--- config.mk ---
export PLATFORM = sky130hd
export DESIGN_NAME = lcd_controller_flat
export DESIGN_NICKNAME = d
export VERILOG_FILES = /design/src/rtl/lcd_pkg.sv /design/src/rtl/lcd_if.sv /design/src/rtl/lcd_init_rom.sv /design/src/rtl/lcd_controller.sv /design/src/flat_wrapper.sv
export SDC_FILE = /design/constraint.sdc
export NUM_CORES = 1
export LEC_CHECK = 0
export CORE_ASPECT_RATIO = 1.75
export CORE_MARGIN = 8
export CORE_UTILIZATION = 49
export CTS_CLUSTER_SIZE = 25
export DETAILED_ROUTE_END_ITERATION = 12
export GPL_TIMING_DRIVEN = 0
export PLACE_DENSITY = 0.75
export SETUP_SLACK_MARGIN = 0.2
export SLEW_MARGIN = 10
export SYNTH_ARGS = -nofsm -noshare
export SYNTH_HDL_FRONTEND = slang
export SYNTH_SLANG_ARGS = --single-unit
--- constraint.sdc ---
create_clock -name CLK -period 2.05 [get_ports CLK]
set_input_delay 0.3075 -clock CLK [delete_from_list [all_inputs] [get_ports CLK]]
set_output_delay 0.3075 -clock CLK [all_outputs]
set_load 0.01 [all_outputs]
--- src/rtl/lcd_pkg.sv ---
// Shared types and constants for the HD44780 4-bit upstream sequencer.
// Holds the controller state encoding, bus widths and the power-on init ROM.
package lcd_pkg;

  localparam int CMD_W    = 5;
  localparam int DLY_W    = 21;
  localparam int INIT_LEN = 12;
  localparam int IDX_W    = 4;

  localparam int DEF_NIBBLE_DELAY = 50;
  localparam int DEF_BYTE_DELAY   = 2000;
  localparam int DEF_CLEAR_DELAY  = 82000;

  typedef enum logic [3:0] {
    POWER_WAIT,
    INIT_ISSUE,
    INIT_WAIT,
    INIT_GAP,
    READY,
    HI_ISSUE,
    HI_WAIT,
    HI_GAP,
    LO_ISSUE,
    LO_WAIT,
    LO_GAP
  } state_t;

  typedef struct packed {
    logic [3:0]       nibble;
    logic [DLY_W-1:0] delay;
  } init_entry_t;

  // Three wake-up 0x3 nibbles, switch to 4-bit, then 0x28, 0x0C, 0x01, 0x06 split into nibbles.
  localparam init_entry_t INIT_ROM [INIT_LEN] = '{
    '{4'h3, 21'd205000},
    '{4'h3, 21'd5000},
    '{4'h3, DLY_W'(DEF_BYTE_DELAY)},
    '{4'h2, DLY_W'(DEF_BYTE_DELAY)},
    '{4'h2, DLY_W'(DEF_NIBBLE_DELAY)},
    '{4'h8, DLY_W'(DEF_BYTE_DELAY)},
    '{4'h0, DLY_W'(DEF_NIBBLE_DELAY)},
    '{4'hC, DLY_W'(DEF_BYTE_DELAY)},
    '{4'h0, DLY_W'(DEF_NIBBLE_DELAY)},
    '{4'h1, DLY_W'(DEF_CLEAR_DELAY)},
    '{4'h0, DLY_W'(DEF_NIBBLE_DELAY)},
    '{4'h6, DLY_W'(DEF_BYTE_DELAY)}
  };

  // Clear display (0x01) and return home (0x02/0x03) need the long settle time.
  function automatic logic is_long_cmd(input logic rs, input logic [7:0] data);
    return !rs && (data == 8'h01 || data == 8'h02 || data == 8'h03);
  endfunction

endpackage

--- src/rtl/lcd_if.sv ---
// Byte-write request bus plus the nibble-transfer bus towards lcd_transfer.
// master = requester/transfer-engine side, slave = lcd_controller.
interface lcd_if;
  import lcd_pkg::*;

  logic             wrValid;
  logic             wrRs;
  logic [7:0]       wrData;
  logic             wrReady;
  logic             initDone;
  logic             sendCommand;
  logic [CMD_W-1:0] command;
  logic [DLY_W-1:0] commandDelay;
  logic             commandDone;

  modport master (
    output wrValid, wrRs, wrData, commandDone,
    input  wrReady, initDone, sendCommand, command, commandDelay
  );

  modport slave (
    input  wrValid, wrRs, wrData, commandDone,
    output wrReady, initDone, sendCommand, command, commandDelay
  );

endinterface

--- src/rtl/lcd_init_rom.sv ---
// Combinational lookup of the power-on init sequence: index -> {RS=0, nibble} and delay.
module lcd_init_rom
  import lcd_pkg::*;
(
  input  logic [IDX_W-1:0] idx,
  output logic [CMD_W-1:0] command,
  output logic [DLY_W-1:0] delay
);

  init_entry_t entry;

  always_comb begin
    entry = '0;
    if (idx < IDX_W'(INIT_LEN)) entry = INIT_ROM[idx];
    command = {1'b0, entry.nibble};
    delay   = entry.delay;
  end

endmodule

--- src/rtl/lcd_controller.sv ---
// Sequencer in front of lcd_transfer: power-on wait, 4-bit init, then byte writes
// split into high/low nibble transfers with a one-cycle gap after every completion.
module lcd_controller
  import lcd_pkg::*;
#(
  parameter int FREQ            = 50000000,
  parameter int POWER_ON_CYCLES = (FREQ / 1000) * 15,
  parameter int NIBBLE_DELAY    = FREQ / 1000000,
  parameter int BYTE_DELAY      = FREQ / 25000,
  parameter int CLEAR_DELAY     = (FREQ / 1000000) * 1640
) (
  input logic   CLK,
  input logic   RST_N,
  lcd_if.slave  bus
);

  localparam logic [DLY_W-1:0] POWER_LAST = DLY_W'(POWER_ON_CYCLES - 1);
  localparam logic [IDX_W-1:0] INIT_LAST  = IDX_W'(INIT_LEN - 1);

  state_t           state;
  logic [DLY_W-1:0] wait_cnt;
  logic [IDX_W-1:0] init_idx;
  logic             rs_q;
  logic [7:0]       data_q;
  logic [CMD_W-1:0] rom_cmd;
  logic [DLY_W-1:0] rom_dly;

  lcd_init_rom u_rom (
    .idx     (init_idx),
    .command (rom_cmd),
    .delay   (rom_dly)
  );

  always_ff @(posedge CLK or negedge RST_N) begin
    if (!RST_N) begin
      state            <= POWER_WAIT;
      wait_cnt         <= '0;
      init_idx         <= '0;
      rs_q             <= 1'b0;
      data_q           <= '0;
      bus.wrReady      <= 1'b0;
      bus.initDone     <= 1'b0;
      bus.sendCommand  <= 1'b0;
      bus.command      <= '0;
      bus.commandDelay <= '0;
    end else begin
      bus.sendCommand <= 1'b0;
      case (state)
        POWER_WAIT: begin
          if (wait_cnt == POWER_LAST) state <= INIT_ISSUE;
          else wait_cnt <= wait_cnt + 1'b1;
        end
        INIT_ISSUE: begin
          bus.command      <= rom_cmd;
          bus.commandDelay <= rom_dly;
          bus.sendCommand  <= 1'b1;
          state            <= INIT_WAIT;
        end
        INIT_WAIT: if (bus.commandDone) state <= INIT_GAP;
        INIT_GAP: begin
          if (init_idx == INIT_LAST) begin
            bus.initDone <= 1'b1;
            bus.wrReady  <= 1'b1;
            state        <= READY;
          end else begin
            init_idx <= init_idx + 1'b1;
            state    <= INIT_ISSUE;
          end
        end
        READY: begin
          if (bus.wrValid && bus.wrReady) begin
            rs_q        <= bus.wrRs;
            data_q      <= bus.wrData;
            bus.wrReady <= 1'b0;
            state       <= HI_ISSUE;
          end
        end
        HI_ISSUE: begin
          bus.command      <= {rs_q, data_q[7:4]};
          bus.commandDelay <= DLY_W'(NIBBLE_DELAY);
          bus.sendCommand  <= 1'b1;
          state            <= HI_WAIT;
        end
        HI_WAIT: if (bus.commandDone) state <= HI_GAP;
        HI_GAP:  state <= LO_ISSUE;
        LO_ISSUE: begin
          bus.command      <= {rs_q, data_q[3:0]};
          bus.commandDelay <= is_long_cmd(rs_q, data_q) ? DLY_W'(CLEAR_DELAY)
                                                        : DLY_W'(BYTE_DELAY);
          bus.sendCommand  <= 1'b1;
          state            <= LO_WAIT;
        end
        LO_WAIT: if (bus.commandDone) state <= LO_GAP;
        LO_GAP: begin
          bus.wrReady <= 1'b1;
          state       <= READY;
        end
        default: state <= POWER_WAIT;
      endcase
    end
  end

endmodule

--- src/flat_wrapper.sv ---
// flat-port wrapper written by rule: the top's interface ports become plain ports
module lcd_controller_flat import lcd_pkg::*;
#(
  parameter int FREQ            = 50000000,
  parameter int POWER_ON_CYCLES = (FREQ / 1000) * 15,
  parameter int NIBBLE_DELAY    = FREQ / 1000000,
  parameter int BYTE_DELAY      = FREQ / 25000,
  parameter int CLEAR_DELAY     = (FREQ / 1000000) * 1640
)
  (CLK, RST_N, bus_wrValid, bus_wrRs, bus_wrData, bus_commandDone, bus_wrReady, bus_initDone, bus_sendCommand, bus_command, bus_commandDelay);
  lcd_if bus_i ();
  input logic CLK;
  input logic RST_N;
  input wire logic [$bits(bus_i.wrValid)-1:0] bus_wrValid;
  input wire logic [$bits(bus_i.wrRs)-1:0] bus_wrRs;
  input wire logic [$bits(bus_i.wrData)-1:0] bus_wrData;
  input wire logic [$bits(bus_i.commandDone)-1:0] bus_commandDone;
  output wire logic [$bits(bus_i.wrReady)-1:0] bus_wrReady;
  output wire logic [$bits(bus_i.initDone)-1:0] bus_initDone;
  output wire logic [$bits(bus_i.sendCommand)-1:0] bus_sendCommand;
  output wire logic [$bits(bus_i.command)-1:0] bus_command;
  output wire logic [$bits(bus_i.commandDelay)-1:0] bus_commandDelay;
  assign bus_i.wrValid = bus_wrValid;
  assign bus_i.wrRs = bus_wrRs;
  assign bus_i.wrData = bus_wrData;
  assign bus_i.commandDone = bus_commandDone;
  assign bus_wrReady = bus_i.wrReady;
  assign bus_initDone = bus_i.initDone;
  assign bus_sendCommand = bus_i.sendCommand;
  assign bus_command = bus_i.command;
  assign bus_commandDelay = bus_i.commandDelay;
  lcd_controller #(.FREQ(FREQ), .POWER_ON_CYCLES(POWER_ON_CYCLES), .NIBBLE_DELAY(NIBBLE_DELAY), .BYTE_DELAY(BYTE_DELAY), .CLEAR_DELAY(CLEAR_DELAY)) u_core (.CLK(CLK), .RST_N(RST_N), .bus(bus_i));
endmodule
Yosys cells after proc, flatten, opt, wreduce, memory -nomap -nowiden
Memories as Yosys holds them, arrays and structs flattened.
Cells that the tools add are included.
{ "classes": {"muxes": 17, "order_cmp": 2, "n_bitwise": 3, "n_reduce_logical": 15, "add_sub_neg": 2, "n_eq_ne": 21} }
{ "op_table": {"columns": ["cell", "count"], "rows": [
  ["25-bit two-way mux", 3],
  ["21-bit one-hot mux with 3 select lines", 1],
  ["4-bit one-hot mux with 11 select lines", 1],
  ["21-bit by 1-bit adder with 21-bit output, second input constant", 1],
  ["21-bit by 20-bit == test with 1-bit output, second input constant", 1],
  ["4-bit two-way mux", 5],
  ["17-bit two-way mux", 1],
  ["4-bit by 3-bit == test with 1-bit output, second input constant", 4],
  ["4-bit == test, second input constant", 4],
  ["8-bit by 2-bit == test with 1-bit output, second input constant", 2],
  ["5-bit one-hot mux with 3 select lines", 1],
  ["4-bit by 2-bit == test with 1-bit output, second input constant", 2],
  ["8-bit by 1-bit == test with 1-bit output, second input constant", 1],
  ["2-bit AND reduction", 4],
  ["2-bit by 1-bit != test with 1-bit output, second input constant", 3],
  ["2-bit != test, second input constant", 3],
  ["3-bit nonzero test", 2],
  ["5-bit greater-or-equal comparator, second input constant", 1],
  ["4-bit inverter with 5-bit output", 1],
  ["5-bit AND reduction", 1],
  ["4-bit by 1-bit adder with 4-bit output, second input constant", 1],
  ["4-bit by 1-bit == test with 1-bit output, second input constant", 1],
  ["4-bit zero test", 1],
  ["4-bit less-than comparator, second input constant", 1],
  ["9 further kinds", 14]
]} }
{ "word_totals": {"inputBits": 13, "mem_bits_ro": 400, "mem_count": 1, "output_inout_bits": 29, "register_bits": 67, "elab_cells": 71} }
{ "memory_table": {"columns": ["name", "words", "width", "rd", "rd_clocked_by_memory_dff", "wr", "line", "text"], "rows": [
  ["(no name shown)", 16, 25, 1, 0, 0, "lcd_init_rom.sv:14", "if (idx < IDX_W'(INIT_LEN)) entry = INIT_ROM[idx];"]
]} }

Longest topological paths before layout
Gate-level depths: netlist of the first run.
{ "depth": {"word_depth": 6, "depth_mapped": 6, "mapped_depth_nobuf": 6} }

Hierarchy
A second synthesis of the first run with hierarchy kept.
{ "unflattened": {"hier_cells": 347, "hier_area_um2": 3412.0} }
{ "modules_own_cells": {"columns": ["module", "area_each_um2", "cells_per_inst", "n_inst"], "rows": [
  ["lcd_controller", 3103.0, 308, 1],
  ["lcd_init_rom", 309.0, 39, 1]
]} }

Worst setup path after synthesis of the first run
OpenSTA, ideal clock, no wires.
{ "synth_timing": {"path_type": "reg2reg", "startpoint": "reg u_core.init_idx[0]", "endpoint": "reg u_core.init_idx[1]", "arrival_time_ns": 1.804, "t_required_ns": 1.925, "slack_ns": 0.121, "stages_incl_launch_ff": 6, "setup_ns": 0.125, "synth_period_minus_slack_ns": 1.929, "path_cell_list": "dfrtp_1 ha_1 and3b_1 or4_1 clkbuf_1 mux2_2"} }
{ "synth_between": {"elab_chain_len": 3, "elab_cells_between_ends": 4, "cone_classes": "add/sub: 1; eq/ne: 1; bitwise: 1; reduce/logical: 1"} }
{ "synth_rtl": {"columns": ["element", "line", "text"], "rows": [
  ["start: declaration", "lcd_controller.sv:22", "logic [IDX_W-1:0] init_idx;"],
  ["start signal: assignment", "lcd_controller.sv:66", "init_idx <= init_idx + 1'b1;"],
  ["branches (longest 3 deep; another with 4-bit by 1-bit adder with 4-bit output)", null, null]
]} }
Several ways; the timed one is not identified.
A chain may end at the register's enable or synchronous reset.

Worst setup path after layout of the first run
Same ends and word-level chain as after synthesis.

==> results of run 1 <==
[final timing paths]
kind | startpoint | endpoint | slack [ns]
worst max-delay path | u_core.init_idx[0] | u_core.init_idx[1] | 0.21
worst min-delay path | RST_N | u_core.wait_cnt[7] | 0.02
worst max register to register | u_core.init_idx[0] | u_core.init_idx[1] | 0.21
worst min register to register | u_core.bus.initDone | u_core.bus.initDone | 0.48
max in group asynchronous | RST_N | u_core.init_idx[0] | 1.51
min in group CLK | u_core.bus.initDone | u_core.bus.initDone | 0.48
[worst max-delay path, stage by stage, from the launching register on]
cell,delay [ns]
dfrtp_2,0.43
ha_4,0.16
and3b_2,0.21
or4_1,0.47
clkbuf_8,0.18
mux2_2,0.27
[registers in the layout, indices dropped and copies added, names as in the netlist]
signal / count
u_core.init_idx: 4
u_core.wait_cnt: 21
u_core.state: 4
u_core.bus.wrReady: 1
u_core.rs_q: 1
u_core.data_q: 8
u_core.bus.commandDelay: 11
u_core.bus.sendCommand: 1
u_core.bus.command: 5
u_core.bus.initDone: 1
[stage by stage]
step           hold slack [ns]  power (W)  util, %  TNS, ns  setup WS (ns)
3_5_place_dp             0.414    0.00121     57.4   -0.156        -0.0843
2_1_floorplan           0.0119    0.00116        -        0          0.205
4_1_cts                 0.0355    0.00242     63.4        0          0.158
5_1_grt                 0.0726    0.00247     64.9        0          0.145
6_report                0.0208    0.00240     64.9        0          0.211
3_3_place_gp             0.452    0.00121     57.4   -61.57          -1.28
[area by class of cell]
type                    instances  area share (%)
repair buffers                 46            10.8
clock buffers                  10            3.46
well taps                      80            2.51
clock inverters                 6            2.26
flip-flops and latches         57            35.9
multi-input cells             213            40.0
inverters                      12            1.13
plain buffers                  23            3.99
[cell families after synthesis]
logic type      Yosys count
compound gates           62
fa+ha+maj                 8
mux                      14
xor+xnor                 18
other cells               1
flops                    57
buf+inv                  35
simple gates            104
[per-layer routing]
layer	up-vias	global-route usage (%)	share of wire, %
met5	-	0	0
met4	0	11.4	4.4
met3	23	4.73	3.3
met2	62	33.9	57
met1	1230	17.3	35
li1	1200	-	-
[where the power goes]
part           leakage (nW)  total [W]  switching, W  internal [W]
clock network         0.113    0.00121      0.000492      0.000721
registers             0.779    0.00112             0       0.00112
logic                 0.912  0.0000617     0.0000330     0.0000287
total                  1.80    0.00240      0.000525       0.00187
[synthesized netlist by cell type (all sizes together), types with 2 or more instances]
cell,n
a21o,3
a21oi,11
a22o,2
a32oi,4
and3,2
buf,12
clkbuf,11
dfrtp,57
ha,8
inv,12
mux2,12
mux2i,2
nand2,19
nand2b,7
nand3,10
nand3b,2
nand4,6
nor2,14
nor2b,4
nor3,11
nor3b,4
nor4,7
nor4bb,2
o21a,4
o21ai,14
o31ai,5
o32a,4
o41ai,2
or2,3
or3,4
or3b,2
or4,3
xnor2,13
xor2,5
[what timing repair did]
item                                    4_1_cts  5_1_grt
setup buffers                                 8        4
pin swaps                                     4        2
endpoints found under the setup margin       38       32
gates resized for setup                      21       23
==> metrics.csv, run 1 <==
stage;metric;value;unit
placed_design;DP Cell Count;419;
route;remaining antenna violation count;0;
cts;TritonCTS clock tree;done;
die;die outline width;75.7;um
route;DR vias/cell;5.63;
setup_path;CP endpoint kind;register;
global_routing;vias in the first global route;2700;
route;Routed WL;7830;um
yosys;simple-gate area share of the yosys netlist;20.0;%
global_routing;remaining global-route overflow;0;
placed_design;final RePlAce weighted congestion;0.957;
setup_path;element type at the critical path start;register;
cts;clock latency reported for the late side of the worst-skew pair;0.34;ns
yosys;dominant register cell in the synthesized netlist;dfrtp_1;
sta;final-report max-slew violation count;0;
route;via count;2515;
cells_and_area;most frequent standard cell in the layout excluding fill and tap cells;dfrtp_1;
die;total I/O pin count;42;
die;floorplan row count;38;
yosys;top cell type by total area after synthesis;dfrtp_1;
cells_and_area;non-filler instance count after layout;447;
cts;root buffer cell;clkbuf_8;
die;Core ar.;6130;um^2
setup_path;Worst R2R Path Depth;5;
cells_and_area;area occupied by multi-input gates;1590;um^2
run_status;status;finished clean;
cts;TritonCTS buffer count;9;
global_routing;global-route wire length before repair;12800;um
route;violation count after the first detailed-route iteration;184;
cells_and_area;combined flip-flop and latch cell area;1430;um^2
global_routing;antenna violations before repair;0;
setup_path;worst-path maximum fanout;5;
setup_path;critical path data required time;2.28;ns
cells_and_area;FILL cells;480;
route;detailed-route wire length per cell;17.5;um
yosys;top cells by area in the synthesized netlist;dfrtp_1 (47%), mux2_2 (4.4%), xnor2_1 (3.7%);
pwr;Max IR drop VDD;484;uV
sta;final clock skew;0.00883;ns
cells_and_area;# nets final;383;
setup_path;path type of the worst setup path;register to register;
sta;Max Clock Freq;544;MHz
yosys;Syn Area/Cell;10.2;um^2
die;Total Die Area;9110;um^2
yosys;area share of the leading cell type in the synthesized netlist;46.7;%
yosys;mux share of post-synthesis cell area;5.08;%
pwr;total power divided by cell area;603;nW/um^2
die;die extent in y;120;um
sta;worst-case headroom to the max-slew limit;51.7;%
sta;unrepaired setup endpoints after global routing;yes;
route;post-detailed-route DRC marker count;0;
sta;post-layout min period;1.84;ns
yosys;#FFs+latches synth;57;
cells_and_area;final instance area;3980;um^2
cts;Clock transition at path regs;0.07;ns
cts;number of clock sinks seen by CTS;57;
min_path;worst hold path class;input port to async pin;
placed_design;port buffer count;34;
yosys;post-synthesis instance area;3050;um^2
global_routing;largest net degree at the start of global routing;58;
cells_and_area;layout overhead on the synthesized area;30.3;%
yosys;Yosys cell types;60;
run;max-capacitance violation count;0;
cts;number of hold buffers added after CTS;0;
global_routing;GRT Util Overall;18.6;%
sta;final count of negative-setup-slack endpoints;0;
yosys;number of instances in the synthesized netlist;299;
cells_and_area;antenna diode count;0;
yosys;warning count from the yosys run;0;
yosys;compound-cell area share of the yosys netlist;14.1;%
yosys;number of synthesized flops with an enable pin;0;
yosys;dominant combinational cell family by area after synthesis;simple AND/OR/NAND/NOR gates;
cells_and_area;share of cells above drive strength 1;24.0;%
sta;final period utilization;89.7;%
placed_design;area of placed instances;3520;um^2
cts;Max H-tree Level;3;
sta;Hold Vio Cnt, Final;0;
yosys;Synth async-reset ratio;100;%
cells_and_area;commonest non-fill, non-tap cells in the layout;dfrtp_1 (55), clkdlybuf4s50_1 (33), buf_4 (26), nand2_1 (19), nor2_1 (14);
yosys;xor and xnor fraction of the mapped netlist area;5.16;%
pwr;Leak;1.80;nW
route;Pre-antenna DRT Iters;5;
sta;Worst Tran Pin Value;0.724;ns
placed_design;detailed-placement wirelength estimate;5640;um
die;initial cell density of the core;49.8;%
yosys;proportion of synthesized chip area in sequential cells;46.7;%
cts;number of buffers between clock root and the deepest sink;2;
setup_path;data arrival time of the worst path;2.06;ns
yosys;post-synthesis share of cell area spent on full adders, half adders and majority gates;3.28;%
Note: power is estimated with default switching activity, not from simulation.
==> run 2: changes to the inputs <==
--- a/config.mk
+++ b/config.mk
@@ -10,7 +10,6 @@
 export CORE_UTILIZATION = 49
 export CTS_CLUSTER_SIZE = 25
 export DETAILED_ROUTE_END_ITERATION = 12
-export GPL_TIMING_DRIVEN = 0
 export PLACE_DENSITY = 0.75
 export SETUP_SLACK_MARGIN = 0.2
 export SLEW_MARGIN = 10
==> run 2 against run 1 <==
Against the previous run:
- maximum frequency is essentially flat
- power fell by 14%
- final area is 4.3% lower
- combinational power down 7.3%
- setup slack got worse by 0.0017 ns
- highest routed layer unchanged
- critical endpoint is now u_core.init_idx[2]
- critical path type unchanged
- largest cell class unchanged
==> metrics.csv, run 2 (same netlist as run 1, synthesis figures left out) <==
stage;metric;value;unit;change
die;total I/O pin count;42;;unchanged
sta;final count of negative-setup-slack endpoints;0;;unchanged
pwr;Leak;1.69;nW;was 1.80 nW
sta;Max Clock Freq;543;MHz;was 544 MHz
route;detailed-route wire length per cell;17.1;um;was 17.5 um
setup_path;cells traversed along the worst timing path;ha_4 -> and3b_2 -> or4_4 -> mux2_4;;was ha_4 -> and3b_2 -> or4_1 -> clkbuf_8 -> mux2_2
sta;final clock skew;0.00617;ns;was 0.00883 ns
placed_design;detailed-placement wirelength estimate;5570;um;was 5640 um
cts;TritonCTS buffer count;9;;unchanged
cts;number of clock sinks seen by CTS;57;;unchanged
global_routing;global-route wire length before repair;12500;um;was 12800 um
die;initial cell density of the core;49.8;%;unchanged
die;die extent in y;120;um;unchanged
cells_and_area;most frequent standard cell in the layout excluding fill and tap cells;dfrtp_1;;unchanged
setup_path;Crit path buffers/inverters;0;;was 1
sta;Hold Vio Cnt, Final;0;;unchanged
die;die outline width;75.7;um;unchanged
cells_and_area;number of flip-flops under the largest register name;21;;unchanged
cts;number of buffers between clock root and the deepest sink;2;;unchanged
global_routing;grt met3 use;3.98;%;was 4.73%
run;max-capacitance violation count;0;;unchanged
global_routing;GRT Util Overall;17.7;%;was 18.6%
sta;final setup TNS;0;ns;unchanged
cts;Clock transition at path regs;0.06;ns;was 0.07 ns
cts;TritonCTS clock tree;done;;unchanged
sta;worst-case headroom to the max-slew limit;61.3;%;was 51.7%
cts;Max H-tree Level;3;;unchanged
setup_path;data arrival time of the worst path;2.05;ns;was 2.06 ns
cts;clock latency reported for the late side of the worst-skew pair;0.33;ns;was 0.34 ns
sta;Worst Tran Pin Value;0.580;ns;was 0.724 ns
global_routing;met1 track utilization from global routing;18.1;%;was 17.3%
cells_and_area;area occupied by multi-input gates;1550;um^2;was 1590 um^2
global_routing;remaining global-route overflow;0;;unchanged
cells_and_area;commonest non-fill, non-tap cells in the layout;dfrtp_1 (53), clkdlybuf4s50_1 (33), buf_4 (21), nand2_1 (19), nor2_1 (14);;was dfrtp_1 (55), clkdlybuf4s50_1 (33), buf_4 (26), nand2_1 (19), nor2_1 (14)
setup_path;slack of the worst reg-to-reg path;0.21;ns;about the same
setup_path;slowest CP cell;or4_4;;was or4_1
sta;unrepaired setup endpoints after global routing;yes;;unchanged
cells_and_area;non-filler instance count after layout;434;;was 447
placed_design;final RePlAce weighted congestion;0.961;;was 0.957
setup_path;element type at the critical path start;register;;unchanged
setup_path;path type of the worst setup path;register to register;;unchanged
setup_path;worst-path maximum fanout;5;;unchanged
setup_path;slowest stage delay, CP;0.60;ns;was 0.47 ns
cells_and_area;FILL cells;510;;was 480
die;Core ar.;6130;um^2;unchanged
route;Routed WL;7420;um;was 7830 um
pwr;Max IR drop VDD;552;uV;was 484 uV
min_path;worst hold path class;register to register;;was input port to async pin
route;violation count after the first detailed-route iteration;101;;was 184
sta;final period utilization;89.8;%;was 89.7%
cells_and_area;register with the most flip-flops;u_core.wait_cnt;;unchanged
cells_and_area;antenna diode count;0;;unchanged
route;via count;2451;;was 2515
route;post-detailed-route DRC marker count;0;;unchanged
global_routing;met2 demand-to-capacity share in global routing;32.9;%;was 33.9%
cells_and_area;leading registers by flop count;u_core.wait_cnt: 21 flops, u_core.bus.commandDelay: 11 flops, u_core.data_q: 8 flops;;unchanged
global_routing;largest net degree at the start of global routing;35;;was 58
global_routing;vias in the first global route;2634;;was 2700
setup_path;critical path's top delay family;simple AND/OR/NAND/NOR gates;;unchanged
pwr;total power divided by cell area;542;nW/um^2;was 603 nW/um^2
placed_design;port buffer count;34;;unchanged
placed_design;DP Cell Count;411;;was 419
die;Total Die Area;9110;um^2;unchanged
cts;root buffer cell;clkbuf_8;;unchanged
route;DR vias/cell;5.65;;was 5.63
setup_path;critical path data required time;2.26;ns;was 2.28 ns
run_status;status;finished clean;;unchanged
cells_and_area;share of cells above drive strength 1;20.9;%;was 24.0%
cells_and_area;# nets final;371;;was 383
cells_and_area;layout overhead on the synthesized area;24.7;%;was 30.3%
global_routing;antenna violations before repair;0;;unchanged
sta;final-report max-slew violation count;0;;unchanged
cells_and_area;combined flip-flop and latch cell area;1430;um^2;about the same
setup_path;CP endpoint kind;register;;unchanged
sta;post-layout min period;1.84;ns;about the same
route;remaining antenna violation count;0;;unchanged
global_routing;busiest grt layer;met2;;unchanged
die;floorplan row count;38;;unchanged
route;Pre-antenna DRT Iters;4;;was 5
-- run 2: changes by cell type in the layout (fill, tap and decap cells not counted), sizes merged --
cell / delta
buf: -5
bufinv: -2
clkbuf: -6
dlygate4sd3: +1
inv: -1
-- run 2: layout make-up --
| cell class | instances | share of cell area, % |
|---|---|---|
| clock buffers | 12 | 3.81 |
| well taps | 80 | 2.63 |
| multi-input cells | 213 | 40.6 |
| clock inverters | 3 | 0.460 |
| flip-flops and latches | 57 | 37.6 |
| repair buffers | 57 | 13.7 |
| inverters | 12 | 1.18 |
-- run 2: worst paths after layout --
kind / startpoint / end / depth (start not counted)
worst max-delay path: u_core.init_idx[1] / u_core.init_idx[2] / 4
worst min-delay path: u_core.bus.initDone / u_core.bus.initDone / 2
worst max register to register: u_core.init_idx[1] / u_core.init_idx[2] / 4
worst min register to register: u_core.bus.initDone / u_core.bus.initDone / 2
max in group asynchronous: RST_N / u_core.wait_cnt[11] / 3
min in group asynchronous: RST_N / u_core.wait_cnt[17] / 2
-- run 2: what timing repair did --
item                                   in CTS  in global routing
setup endpoints to repair                  20                 14
hold buffers                                1                  0
buffers inserted                            2                  5
endpoints found under the hold margin      23                  0
resized for setup                           5                 11
pin swaps                                   2                  5
-- run 2: per-stage QoR --
step | worst slack [ns] | hold WS (ns) | instance area, um^2 | utilization, % | total power (W)
after global placement | 0.0701 | 0.338 | 3510 | 57.3 | 0.00120
final | 0.210 | 0.481 | 3810 | 62.1 | 0.00206
after detailed placement | 0.0613 | 0.341 | 3510 | 57.3 | 0.00120
after floorplan | 0.205 | 0.0119 | 3080 | - | 0.00116
after CTS | 0.195 | 0.478 | 3720 | 60.6 | 0.00208
after global routing | 0.167 | 0.485 | 3810 | 62.1 | 0.00213
-- run 2: metal layers --
layer	part of all wire [%]	wire (um)
met1	37	2730
met4	1.8	137
met5	0	0
met3	3.4	255
met2	58	4290
-- run 2: worst reg2reg max path: stages, from the launching register on --
cell     delay, ns
dfrtp_2       0.43
ha_4          0.17
and3b_2       0.20
or4_4         0.60
mux2_4        0.32
-- run 2: where the power goes --
part / switching (W) / leakage [nW] / internal [W]
Combinational: 0.0000325 / 0.828 / 0.0000246
Sequential: 0 / 0.776 / 0.00113
Clock: 0.000419 / 0.0822 / 0.000461
Total: 0.000451 / 1.69 / 0.00161
==> run 3: changes to the inputs <==
--- a/config.mk
+++ b/config.mk
@@ -7,12 +7,13 @@
 export LEC_CHECK = 0
 export CORE_ASPECT_RATIO = 1.75
 export CORE_MARGIN = 8
-export CORE_UTILIZATION = 49
+export CORE_UTILIZATION = 51
 export CTS_CLUSTER_SIZE = 25
 export DETAILED_ROUTE_END_ITERATION = 12
-export PLACE_DENSITY = 0.75
+export PLACE_DENSITY = 0.77
 export SETUP_SLACK_MARGIN = 0.2
 export SLEW_MARGIN = 10
 export SYNTH_ARGS = -nofsm -noshare
 export SYNTH_HDL_FRONTEND = slang
+export SYNTH_HIERARCHICAL = 1
 export SYNTH_SLANG_ARGS = --single-unit
==> run 3 against run 2 <==
Against the previous run:
- the flow now finishes with violations (negative hold slack)
- register-to-register slack about the same
- largest cell class is now registers
- sequential share of layout area is 2.7 points higher
- combinational power grew to 31 times the previous value
- sequential power is 73% higher
- non-clock buffer count down 1
- routed wire length grew 0.76%
- via count increased by 9.2%
==> metrics.csv, run 3 <==
stage;metric;value;unit;change
run_status;status;finished, violations left;;was finished clean
run_status;violated checks;negative hold slack;;
route;detailed-route wire length per cell;15.6;um;was 17.1 um
die;die outline width;77.8;um;was 75.7 um
setup_path;critical path data required time;2.29;ns;was 2.26 ns
pwr;total power divided by cell area;1210;nW/um^2;was 542 nW/um^2
global_routing;antenna violations before repair;0;;unchanged
sta;final period utilization;89.3;%;was 89.8%
run;max-capacitance violation count;0;;unchanged
cts;Max H-tree Level;3;;unchanged
min_path;worst hold path class;input port to async pin;;was register to register
route;post-detailed-route DRC marker count;0;;unchanged
placed_design;DP Cell Count;459;;was 411
die;die extent in y;124;um;was 120 um
cells_and_area;leading registers by flop count;u_core/bus.commandDelay: 21 flops, u_core/wait_cnt: 21 flops, u_core/data_q: 8 flops;;was u_core.wait_cnt: 21 flops, u_core.bus.commandDelay: 11 flops, u_core.data_q: 8 flops
yosys;post-synthesis instance area;3410;um^2;was 3050 um^2
die;Total Die Area;9670;um^2;was 9110 um^2
pwr;Max IR drop VDD;601;uV;was 552 uV
setup_path;Worst R2R Path Depth;5;;was 4
yosys;top post-synthesis cells by count;dfrtp_1 (67), nand2_1 (48), nor2_1 (35), a21oi_1 (32), xnor2_1 (14);;was dfrtp_1 (57), nand2_1 (19), nor2_1 (14), o21ai_0 (13), xnor2_1 (13)
yosys;Syn Area/Cell;9.83;um^2;was 10.2 um^2
sta;Hold Vio Cnt, Final;10;;was 0
yosys;proportion of synthesized chip area in sequential cells;49.1;%;was 46.7%
placed_design;area of placed instances;3850;um^2;was 3510 um^2
cells_and_area;non-filler instance count after layout;480;;was 434
route;Pre-antenna DRT Iters;5;;was 4
sta;post-layout min period;1.83;ns;was 1.84 ns
global_routing;vias in the first global route;2626;;was 2634
setup_path;slowest stage delay, CP;0.45;ns;was 0.60 ns
yosys;Yosys cell types;58;;was 60
yosys;area share of the leading cell type in the synthesized netlist;49.1;%;was 46.7%
cts;number of clock sinks seen by CTS;67;;was 57
global_routing;remaining global-route overflow;0;;unchanged
cells_and_area;final instance area;4180;um^2;was 3810 um^2
cells_and_area;Layout Utilization;64.4;%;was 62.1%
sta;final clock skew;0.00421;ns;was 0.00617 ns
cells_and_area;FILL cells;517;;was 510
setup_path;worst-path maximum fanout;6;;was 5
sta;final-report max-slew violation count;0;;unchanged
placed_design;final RePlAce weighted congestion;0.844;;was 0.961
sta;Worst Hold Slack;-0.00806;ns;was 0.481 ns
yosys;leading cell type by number of instances after synthesis;dfrtp_1;;unchanged
route;DR vias/cell;5.58;;was 5.65
cells_and_area;most frequent standard cell in the layout excluding fill and tap cells;dfrtp_1;;unchanged
cells_and_area;commonest non-fill, non-tap cells in the layout;dfrtp_1 (63), nand2_1 (48), clkdlybuf4s50_1 (40), nor2_1 (35), a21oi_1 (31);;was dfrtp_1 (53), clkdlybuf4s50_1 (33), buf_4 (21), nand2_1 (19), nor2_1 (14)
setup_path;Critical R2R Launch;u_core/wait_cnt[15];;was u_core.init_idx[1]
die;floorplan row count;39;;was 38
cells_and_area;share of cells above drive strength 1;14.8;%;was 20.9%
yosys;#FFs+latches synth;67;;was 57
die;total I/O pin count;42;;unchanged
cts;root buffer cell;clkbuf_16;;was clkbuf_8
yosys;top cells by area in the synthesized netlist;dfrtp_1 (49%), nand2_1 (5.3%), a21oi_1 (4.7%);;was dfrtp_1 (47%), mux2_2 (4.4%), xnor2_1 (3.7%)
route;via count;2676;;was 2451
yosys;Synth async-reset ratio;100;%;unchanged
setup_path;slowest CP cell;dfrtp_2;;was or4_4
setup_path;Crit path buffers/inverters;0;;unchanged
cts;clock latency reported for the late side of the worst-skew pair;0.33;ns;about the same
setup_path;data arrival time of the worst path;2.07;ns;was 2.05 ns
sta;Max Clock Freq;546;MHz;was 543 MHz
global_routing;largest net degree at the start of global routing;68;;was 35
global_routing;global-route wire length before repair;12400;um;was 12500 um
cells_and_area;# nets final;409;;was 371
setup_path;path type of the worst setup path;register to register;;unchanged
die;Core ar.;6490;um^2;was 6130 um^2
setup_path;critical path's top delay family;simple AND/OR/NAND/NOR gates;;unchanged
setup_path;CP endpoint kind;register;;unchanged
global_routing;GRT Util Overall;15.9;%;was 17.7%
placed_design;port buffer count;41;;was 34
route;violation count after the first detailed-route iteration;186;;was 101
yosys;top cell type by total area after synthesis;dfrtp_1;;unchanged
pwr;Leak;1.85;nW;was 1.69 nW
cells_and_area;layout overhead on the synthesized area;22.4;%;was 24.7%
sta;worst-case headroom to the max-slew limit;57.2;%;was 61.3%
placed_design;detailed-placement wirelength estimate;5290;um;was 5570 um
setup_path;crit-path most repeated cell;nand4_1;;
yosys;number of instances in the synthesized netlist;347;;was 299
route;remaining antenna violation count;0;;unchanged
cts;TritonCTS clock tree;done;;unchanged
route;Routed WL;7470;um;was 7420 um
sta;final setup TNS;0;ns;unchanged
cts;Clock transition at path regs;0.05;ns;was 0.06 ns
setup_path;cells traversed along the worst timing path;nor4bb_2 -> nand4_1 -> o21a_2 -> nand4_1 -> xnor2_1;;was ha_4 -> and3b_2 -> or4_4 -> mux2_4
die;initial cell density of the core;52.6;%;was 49.8%
sta;Worst Tran Pin Value;0.642;ns;was 0.580 ns
sta;unrepaired setup endpoints after global routing;yes;;unchanged
yosys;warning count from the yosys run;6;;was 0
yosys;dominant register cell in the synthesized netlist;dfrtp_1;;unchanged
cts;TritonCTS buffer count;9;;unchanged
cells_and_area;antenna diode count;0;;unchanged
setup_path;R2R Path End;u_core/wait_cnt[17];;was u_core.init_idx[2]
yosys;number of synthesized flops with an enable pin;0;;unchanged
cts;number of buffers between clock root and the deepest sink;2;;unchanged
sta;final count of negative-setup-slack endpoints;0;;unchanged
setup_path;element type at the critical path start;register;;unchanged
setup_path;slack of the worst reg-to-reg path;0.22;ns;was 0.21 ns
-- run 3: cell types whose count changed after synthesis, sizes merged, moves of 4 or more --
| cell | delta |
|---|---|
| a21oi | +21 |
| a22oi | +4 |
| a32oi | -4 |
| buf | +11 |
| clkbuf | -7 |
| dfrtp | +10 |
| ha | -6 |
| inv | -9 |
| nand2 | +29 |
| nand4 | +5 |
| nor2 | +22 |
| o21ai | -4 |
| o31ai | -4 |
-- run 3: layout make-up --
cell class	count	area [um^2]	area share, %
flip-flops and latches	67	1680	40.3
multi-input cells	257	1590	38.1
repair buffers	56	531	12.7
clock buffers	12	246	5.90
well taps	82	103	2.46
clock inverters	3	15.0	0.359
inverters	3	11.3	0.270
-- run 3: cells by family (layout without fill, tap and decap cells) --
family	count (synthesis)	count (layout)	share of synthesized area (%)
buffers and inverters	30	74	5.61
xor gates and xnor gates	22	22	5.65
and+or+nand+nor	149	149	23.1
DFF	67	67	49.1
AOI/OAI and AO/OA	65	65	12.0
other	1	8	0.110
adders and majority gates	2	2	0.733
muxes	11	11	3.63
-- run 3: worst max path at each step --
stage                             start                     endpoint  slack, ns  depth (start not counted)
floorplan               u_core/state[0]          u_core/wait_cnt[17]       0.43                          6
global placement        u_core/state[3]  u_core/bus.commandDelay[16]       0.25                          5
detailed placement      u_core/state[3]  u_core/bus.commandDelay[14]       0.17                          5
CTS                     u_core/state[0]  u_core/bus.commandDelay[14]       0.22                          5
global route        u_core/wait_cnt[15]          u_core/wait_cnt[18]       0.18                          5
finish              u_core/wait_cnt[15]          u_core/wait_cnt[17]       0.22                          5
-- run 3: where the power goes --
| part | internal [W] | switching (W) | leakage, nW |
|---|---|---|---|
| registers | 0.00168 | 0.000277 | 0.849 |
| clock network | 0.000837 | 0.000510 | 0.132 |
| logic | 0.000912 | 0.000848 | 0.872 |
-- run 3: per-layer routing --
| metal | vias to the layer above | global-route usage [%] | routed length, um |
|---|---|---|---|
| li1 | 1287 | - | - |
| met1 | 1300 | 15.9 | 2810 |
| met2 | 68 | 28.1 | 4110 |
| met3 | 21 | 3.83 | 306 |
| met4 | 0 | 10.5 | 246 |
| met5 | - | 0 | 0 |
-- run 3: repair_timing --
item                                   in CTS  in global routing
pin swaps                                   0                  3
hold buffers                                0                  0
setup endpoints to repair                   4                 28
gates resized for setup                     1                  8
buffers inserted                            0                  6
endpoints found under the hold margin       0                  0
-- run 3: metrics by stage --
step | setup WS [ns] | power [W]
after floorplan | 0.432 | 0.00295
after global placement | 0.255 | 0.00366
after detailed placement | 0.171 | 0.00372
after CTS | 0.224 | 0.00509
after global routing | 0.184 | 0.00539
final | 0.218 | 0.00507
